$ cat src/rtl/frame_write_scheduler.sv
// Hands the shared frame-buffer write bus to each enabled draw source in ascending ID order, once per frame.
// Optional per-wait watchdog is enabled by defining WRITE_TIMEOUT_EN.
//
// state        | meaning
// IDLE         | bus released, waiting for frame_start or a pending start
// CHECK        | test enable of source idx, skip disabled sources
// GRANT        | sel stable, one-cycle write_awaited pulse
// AWAIT_START  | wait for the granted source to raise write_active
// AWAIT_END    | wait for the burst to finish, then release the bus
// FRAME_DONE   | one-cycle frame_done, return to IDLE
module frame_write_scheduler #(
    parameter int NUM_SOURCES      = 4,
    parameter int SOURCE_SEL_ADDRW = 3,
    parameter int TIMEOUT_CYCLES   = 400000
) (
    input  logic                        clk,
    input  logic                        reset,
    input  logic                        frame_start,
    input  logic [NUM_SOURCES-1:0]      source_enable,
    input  logic                        write_active,
    output logic [SOURCE_SEL_ADDRW-1:0] write_source_sel,
    output logic                        write_awaited,
    output logic                        frame_busy,
    output logic                        frame_done,
    output logic [7:0]                  overrun_count,
    output logic [NUM_SOURCES-1:0]      timeout_err
);

    localparam logic [SOURCE_SEL_ADDRW-1:0] IDLE_SEL = '1;
    localparam logic [SOURCE_SEL_ADDRW-1:0] LAST_IDX = SOURCE_SEL_ADDRW'(NUM_SOURCES - 1);
    localparam logic [NUM_SOURCES-1:0]      SRC0_BIT = NUM_SOURCES'(1);

    typedef enum logic [2:0] {
        S_IDLE, S_CHECK, S_GRANT, S_AWAIT_START, S_AWAIT_END, S_FRAME_DONE
    } state_t;

    state_t                        state, state_nxt;
    logic [SOURCE_SEL_ADDRW-1:0]   idx, idx_nxt;
    logic [SOURCE_SEL_ADDRW-1:0]   sel_q, sel_nxt;
    logic [NUM_SOURCES-1:0]        enabled;
    logic                          pending;
    logic                          accept;
    logic                          release_src;
    logic                          wait_hit;
    logic                          active;
    logic                          en_cur;

    // Only a clean 1 counts as an active strobe; Z/X from a floating bus reads as idle.
    assign active  = (write_active === 1'b1);
    assign en_cur  = |(enabled & (SRC0_BIT << idx));

    assign write_source_sel = sel_q;
    assign write_awaited    = (state == S_GRANT);
    assign frame_busy       = (state != S_IDLE);
    assign frame_done       = (state == S_FRAME_DONE);

    always_comb begin
        state_nxt   = state;
        idx_nxt     = idx;
        sel_nxt     = sel_q;
        accept      = 1'b0;
        release_src = 1'b0;
        case (state)
            S_IDLE: begin
                if (frame_start || pending) begin
                    accept    = 1'b1;
                    idx_nxt   = '0;
                    state_nxt = S_CHECK;
                end
            end
            S_CHECK: begin
                if (en_cur) begin
                    sel_nxt   = idx;
                    state_nxt = S_GRANT;
                end else if (idx == LAST_IDX) begin
                    state_nxt = S_FRAME_DONE;
                end else begin
                    idx_nxt = idx + SOURCE_SEL_ADDRW'(1);
                end
            end
            S_GRANT: state_nxt = S_AWAIT_START;
            S_AWAIT_START: begin
                if (active)        state_nxt   = S_AWAIT_END;
                else if (wait_hit) release_src = 1'b1;
            end
            S_AWAIT_END: begin
                if (!active || wait_hit) release_src = 1'b1;
            end
            S_FRAME_DONE: begin
                sel_nxt   = IDLE_SEL;
                state_nxt = S_IDLE;
            end
            default: state_nxt = S_IDLE;
        endcase
        if (release_src) begin
            sel_nxt = IDLE_SEL;
            if (idx == LAST_IDX) begin
                state_nxt = S_FRAME_DONE;
            end else begin
                idx_nxt   = idx + SOURCE_SEL_ADDRW'(1);
                state_nxt = S_CHECK;
            end
        end
    end

    always_ff @(posedge clk or posedge reset) begin
        if (reset) begin
            state         <= S_IDLE;
            idx           <= '0;
            sel_q         <= IDLE_SEL;
            enabled       <= '0;
            pending       <= 1'b0;
            overrun_count <= 8'd0;
        end else begin
            state <= state_nxt;
            idx   <= idx_nxt;
            sel_q <= sel_nxt;
            if (accept) begin
                enabled <= source_enable;
                pending <= 1'b0;
            end else if (frame_start && state != S_IDLE) begin
                pending <= 1'b1;
                if (pending && overrun_count != 8'hFF)
                    overrun_count <= overrun_count + 8'd1;
            end
        end
    end

`ifdef WRITE_TIMEOUT_EN
    localparam logic [31:0] TMO_LAST = 32'(TIMEOUT_CYCLES - 1);

    logic [31:0] wait_cnt;
    logic        tmo_set;

    assign wait_hit = (state == S_AWAIT_START || state == S_AWAIT_END) && (wait_cnt >= TMO_LAST);
    assign tmo_set  = wait_hit && ((state == S_AWAIT_START && !active) ||
                                   (state == S_AWAIT_END && active));

    // Counter restarts whenever the FSM moves, so each wait phase gets a full budget.
    always_ff @(posedge clk or posedge reset) begin
        if (reset) begin
            wait_cnt    <= 32'd0;
            timeout_err <= '0;
        end else begin
            if (state_nxt != state) wait_cnt <= 32'd0;
            else                    wait_cnt <= wait_cnt + 32'd1;
            if (accept)       timeout_err <= '0;
            else if (tmo_set) timeout_err <= timeout_err | (SRC0_BIT << idx);
        end
    end
`else
    assign wait_hit    = 1'b0 && (TIMEOUT_CYCLES > 0);
    assign timeout_err = '0;
`endif

endmodule

$ cat config.mk
export PLATFORM = sky130hd
export DESIGN_NAME = frame_write_scheduler
export DESIGN_NICKNAME = d
export VERILOG_FILES = /design/src/rtl/frame_write_scheduler.sv
export SDC_FILE = /design/constraint.sdc
export NUM_CORES = 1
export LEC_CHECK = 0
export BUFFER_PORTS_ARGS = -buffer_cell sky130_fd_sc_hd__buf_2
export CAP_MARGIN = 5
export CORE_MARGIN = 1.5
export CORE_UTILIZATION = 48
export DETAILED_ROUTE_END_ITERATION = 10
export MAX_ROUTING_LAYER = met4
export PLACE_DENSITY = 0.77
export SYNTH_ARGS = -nofsm -noshare
export SYNTH_HDL_FRONTEND = slang
export SYNTH_SLANG_ARGS = --single-unit
$ cat constraint.sdc
create_clock -name clk -period 1.9 [get_ports clk]
set_input_delay 0.57 -clock clk [delete_from_list [all_inputs] [get_ports clk]]
set_output_delay 0.57 -clock clk [all_outputs]
set_load 0.1 [all_outputs]
* Word-level counts from Yosys, hierarchy flattened
Index checks and enable logic that the tools add are counted.
Widths: inputs -> output; s select.
** Cells by class
- Shifts and indexed selects :: 1
- Bitwise gates (word level) :: 2
- Equality and inequality tests :: 13
- Reduce and logical (&&, ||, !) cells :: 11
- $add $sub $neg :: 2
- Muxes and demuxes :: 22
** Operators with widths (count)
- $mux 3 :: 13
- $pmux 3 s5 :: 1
- $pmux 3 s2 :: 2
- $eq 3x2->1 const B :: 3
- $ne 3x3->1 const B :: 3
- $add 8x1->8 const B :: 1
- $ne 8x8->1 const B :: 1
- $eq 3x3->1 const B :: 2
- $mux 1 :: 6
- $reduce_bool 3->1 :: 2
- $and 4x4->4 :: 1
- $ne 4x4->1 const B :: 1
- $reduce_and 4->1 :: 1
- $reduce_or 4->1 :: 1
- $shl 1x3->4 const A :: 1
- $add 3x1->3 const B :: 1
- $eq 3x1->1 const B :: 1
- $logic_not 3->1 :: 1
- $reduce_and 3->1 :: 1
- $logic_and 1x1->1 :: 2
- $ne 2x2->1 const B :: 1
- $reduce_and 2->1 :: 1
- $reduce_bool 2->1 :: 1
- $eqx 1x1->1 const B :: 1
- 2 further kinds :: 2
** Storage, ports and cells
- Register bits :: 22
- Output and inout port bits :: 18
- Word-level logic and storage cells :: 57

* Longest topological paths before layout
- Depth in word-level cells :: 7
- Gate-level depth with buffers :: 6
- Depth with buffers taken out :: 6

* Worst setup path before layout
Ideal clock, no wire load.
- Path kind :: reg-to-output
- From :: reg state[1]
- To :: out write_awaited
- Path slack :: -1.590 ns
- Cell stages (with the launch flop) :: 3
- Arrival :: 2.920 ns
- Path buffers :: 1
- Cells stage by stage :: dfrtp_1 clkbuf_1 nor3b_1
** On the way
- Cells in the longest elaborated chain, start to end :: 1
** Ends and longest elaborated chain
- start: declaration :: RTL line 37 : state_t state, state_nxt;
- start signal: assignment :: RTL line 115 : state <= state_nxt;
- $eq 3x2->1 :: RTL line 53 : assign write_awaited = (state == S_GRANT);
- end: declaration :: RTL line 22 : output logic write_awaited,
No other way between the ends.

* Worst setup path after layout
- From :: reg idx[0]
- To :: reg idx[1]
** On the way
- Cells in the longest elaborated chain, start to end :: 7
- Elaborated cells on any way between the ends :: 10
- Classes of those cells :: add/sub (1); eq/ne (1); shift (1); mux (5); bitwise (1); reduce/logical (1)
** Ends and longest elaborated chain
- start: declaration :: RTL line 38 : logic [SOURCE_SEL_ADDRW-1:0] idx, idx_nxt;
- start signal: assignment :: RTL line 116 : idx <= idx_nxt;
- parallel branches: the longest is 6 deep, another holds $add 3x1->3
- $mux 3 (*) :: RTL line 95 : if (release_src) begin
- net idx_nxt[1] :: RTL line 38
Mark *: on every way through the listed nets, which the timed path passes.
A chain may end at the register's enable or synchronous reset.

==> results.sh <==
export IMPL_layout_min_cycle_time_ns=2.01
export IMPL_io_pins=26
export IMPL_critPathLaunchType="flip-flop"
export IMPL_place_ws_ns=-0.133
export IMPL_syn_area_mm2=0.00121
export IMPL_reg2reg_depth=7
export IMPL_synth_flop_cell="dfrtp_1"
export IMPL_max_stage_delay_ns=0.43
export IMPL_crit_path_frequent_cell="buf_4"
export IMPL_hold_buffers=0
export IMPL_status="finished, violations left"
export IMPL_ant_nets=0
export IMPL_nNetsFinal=186
export IMPL_fp_dieW_um=53.1
export IMPL_worstSetupPathType="flip-flop to flip-flop"
export IMPL_crit_arrival_ns=2.22
export IMPL_htreeDepth=1
export IMPL_worst_path_stages=7
export IMPL_synth_area_per_cell_um2=9.65
export IMPL_num_rows=17
export IMPL_insertedDiodeCount=0
export IMPL_cp_top_family="simple AND/OR/NAND/NOR gates"
export IMPL_fillCellCount=178
export IMPL_drv_slew=0
export IMPL_r2r_end="idx[1]"
export IMPL_crit_buf_inv=3
export IMPL_drc=0
export IMPL_die_h_um=53.1
export IMPL_drive_gt1_share_pct=44.2
export IMPL_cts_buffers=3
export IMPL_slew_headroom_pct=57.2
export IMPL_crit_path_top_delay_cell="dfrtp_1"
export IMPL_worst_ep_required_time_ns=2.11
export IMPL_tightest_slew_ns=0.635
export IMPL_violations="negative setup slack"
export IMPL_portBuffers=21
export IMPL_skew_ns=0.00338
export IMPL_seq_area_frac_synth_pct=46.0
export IMPL_rsz0062_at_grt="true"
export IMPL_syn_inst=125
export IMPL_synth_commonest_cells="nand2_1 (23), dfrtp_1 (19), nor3_1 (13)"
export IMPL_setup_ws_ns=-0.109
export IMPL_min_period_over_period_pct=106
export IMPL_cts_tree="yes"
export IMPL_first_global_vias=1064
export IMPL_synth_largest_area_cell="dfrtp_1"
export IMPL_wire_per_inst_um=14.4
export IMPL_synthToLayoutAreaGrowth_pct=37.9
export IMPL_clk_pin_slew_ns=0.12
export IMPL_die_area_mm2=0.00282
export IMPL_synth_area_leaders="dfrtp_1 (39%), nand2_1 (7.2%), dfstp_2 (6.5%)"
export IMPL_synth_top_area_share_pct=39.4
export IMPL_critPathCaptureType="flip-flop"
export IMPL_core_area_mm2=0.00230
export IMPL_start_util_pct=52.5
export IMPL_grt_max_degree=23
export IMPL_gp_congestion=0.874
export IMPL_final_hold_viol_count=0
export IMPL_async_flop_share_pct=100
export IMPL_cts_buffer_depth=2
export IMPL_cp_max_fo=4
export IMPL_clock_sinks=22
export IMPL_crit_chain="buf_4 > buf_4 > buf_4 > ha_2 > nor2b_1 > or3b_4 > mux2_4"
export IMPL_drtPass1Iterations=4
export IMPL_fmax_mhz=498
export IMPL_synth_edf_count=0
export IMPL_drv_cap=0
export IMPL_drt_iter0_markers=29
export IMPL_dp_hpwl_um=1860
export IMPL_finalSetupViolations=2
export IMPL_hp_class="input port to asynchronous set/reset pin"
export IMPL_overflow=0
export IMPL_cts_root_buf="clkbuf_4"
export IMPL_drt_wl_total_um=2890
export IMPL_rrSetupSlack_ns=-0.11
export IMPL_yosysMostFrequentCell="nand2_1"
export IMPL_vias=1105
export IMPL_grt_pass1_wl_um=4610
export IMPL_synth_cell_types=39
export IMPL_yosys_warnings=0
export IMPL_ys_seq_elements=22
export IMPL_r2r_start="idx[0]"
export IMPL_vias_per_cell=5.53
export IMPL_clk_latency_ns=0.31
export IMPL_antenna_found_initial=0
export IMPL_grt_usage_pct=23.2
placed cells by master (no fill, tap or decap), types with 3 or more instances in the layout:
cell type / netlist / final
ha_2: 0 / 3
nor2_1: 7 / 7
nand3_1: 3 / 3
clkbuf_4: 0 / 5
dfstp_2: 3 / 3
a21oi_1: 3 / 3
buf_2: 0 / 16
nand2_1: 23 / 23
dfrtp_1: 19 / 15
buf_4: 4 / 23
xnor2_1: 5 / 5
dfrtp_2: 0 / 4
buf_12: 0 / 3
nand4_1: 3 / 3
nor3_2: 0 / 4
nor3_1: 13 / 9
conb_1: 1 / 4
buf_6: 1 / 3
through the flow:
stage | instances | hold WS [ns] | utilization [%] | TNS [ns] | area, µm²
2_1_floorplan | 128 | 0.445 | - | -0.317 | 1230
3_3_place_gp | 185 | 0.468 | 63.8 | -0.0318 | 1470
3_5_place_dp | 185 | 0.476 | 63.8 | -0.219 | 1470
4_1_cts | 196 | 0.272 | 68.4 | -0.151 | 1570
5_1_grt | 200 | 0.284 | 72.4 | -0.394 | 1660
6_report | 200 | 0.266 | 72.4 | -0.171 | 1660
per-layer routing:
layer / up-vias / GRT usage, % / share of wire [%]
li1: 515 / - / -
met1: 548 / 29.0 / 45
met2: 36 / 37.9 / 50
met3: 6 / 3.67 / 4.1
met4: 0 / 8.55 / 1.2
met5: - / - / 0
worst min-delay path, delay by kind of cell:
family	cells	cell delay (ns)
buf+inv	3	0.41
logic make-up after synthesis:
logic type / Yosys count / synth area share [%]
DFF: 22 / 46.0
buffers and inverters: 12 / 5.60
xor gates and xnor gates: 7 / 5.08
muxes: 3 / 2.90
adders and majority gates: 5 / 5.19
and+or+nand+nor: 59 / 25.2
other: 1 / 0.311
AOI/OAI and AO/OA: 16 / 9.75
how the worst max path moves through the flow:
stage,from,endpoint
detailed placement,idx[0],idx[1]
global placement,write_active,idx[1]
finish,idx[0],idx[1]
global route,idx[0],idx[1]
CTS,idx[0],idx[1]
floorplan,state[2],write_awaited
layout make-up:
| cell class | instances | area (µm²) | share of cell area [%] |
|---|---|---|---|
| clock buffers | 4 | 26.3 | 1.58 |
| repair buffers | 47 | 362 | 21.7 |
| flip-flops and latches | 22 | 559 | 33.6 |
| inverters | 5 | 21.3 | 1.28 |
| multi-input cells | 94 | 659 | 39.7 |
| well taps | 28 | 35.0 | 2.11 |
registers in the layout, indices dropped and copies added, names as in the netlist:
signal,cells
enabled,4
overrun_count,8
idx,3
pending,1
write_source_sel,3
state,3
timing repair:
item	4_1_cts	5_1_grt
resized for setup	10	16
endpoints found under the setup margin	5	11
setup buffers	7	5
pin swaps	4	7
Power is left out: the tool's default activity adds up to more than one toggle a clock period on the data nets, which glitch-free logic cannot reach.
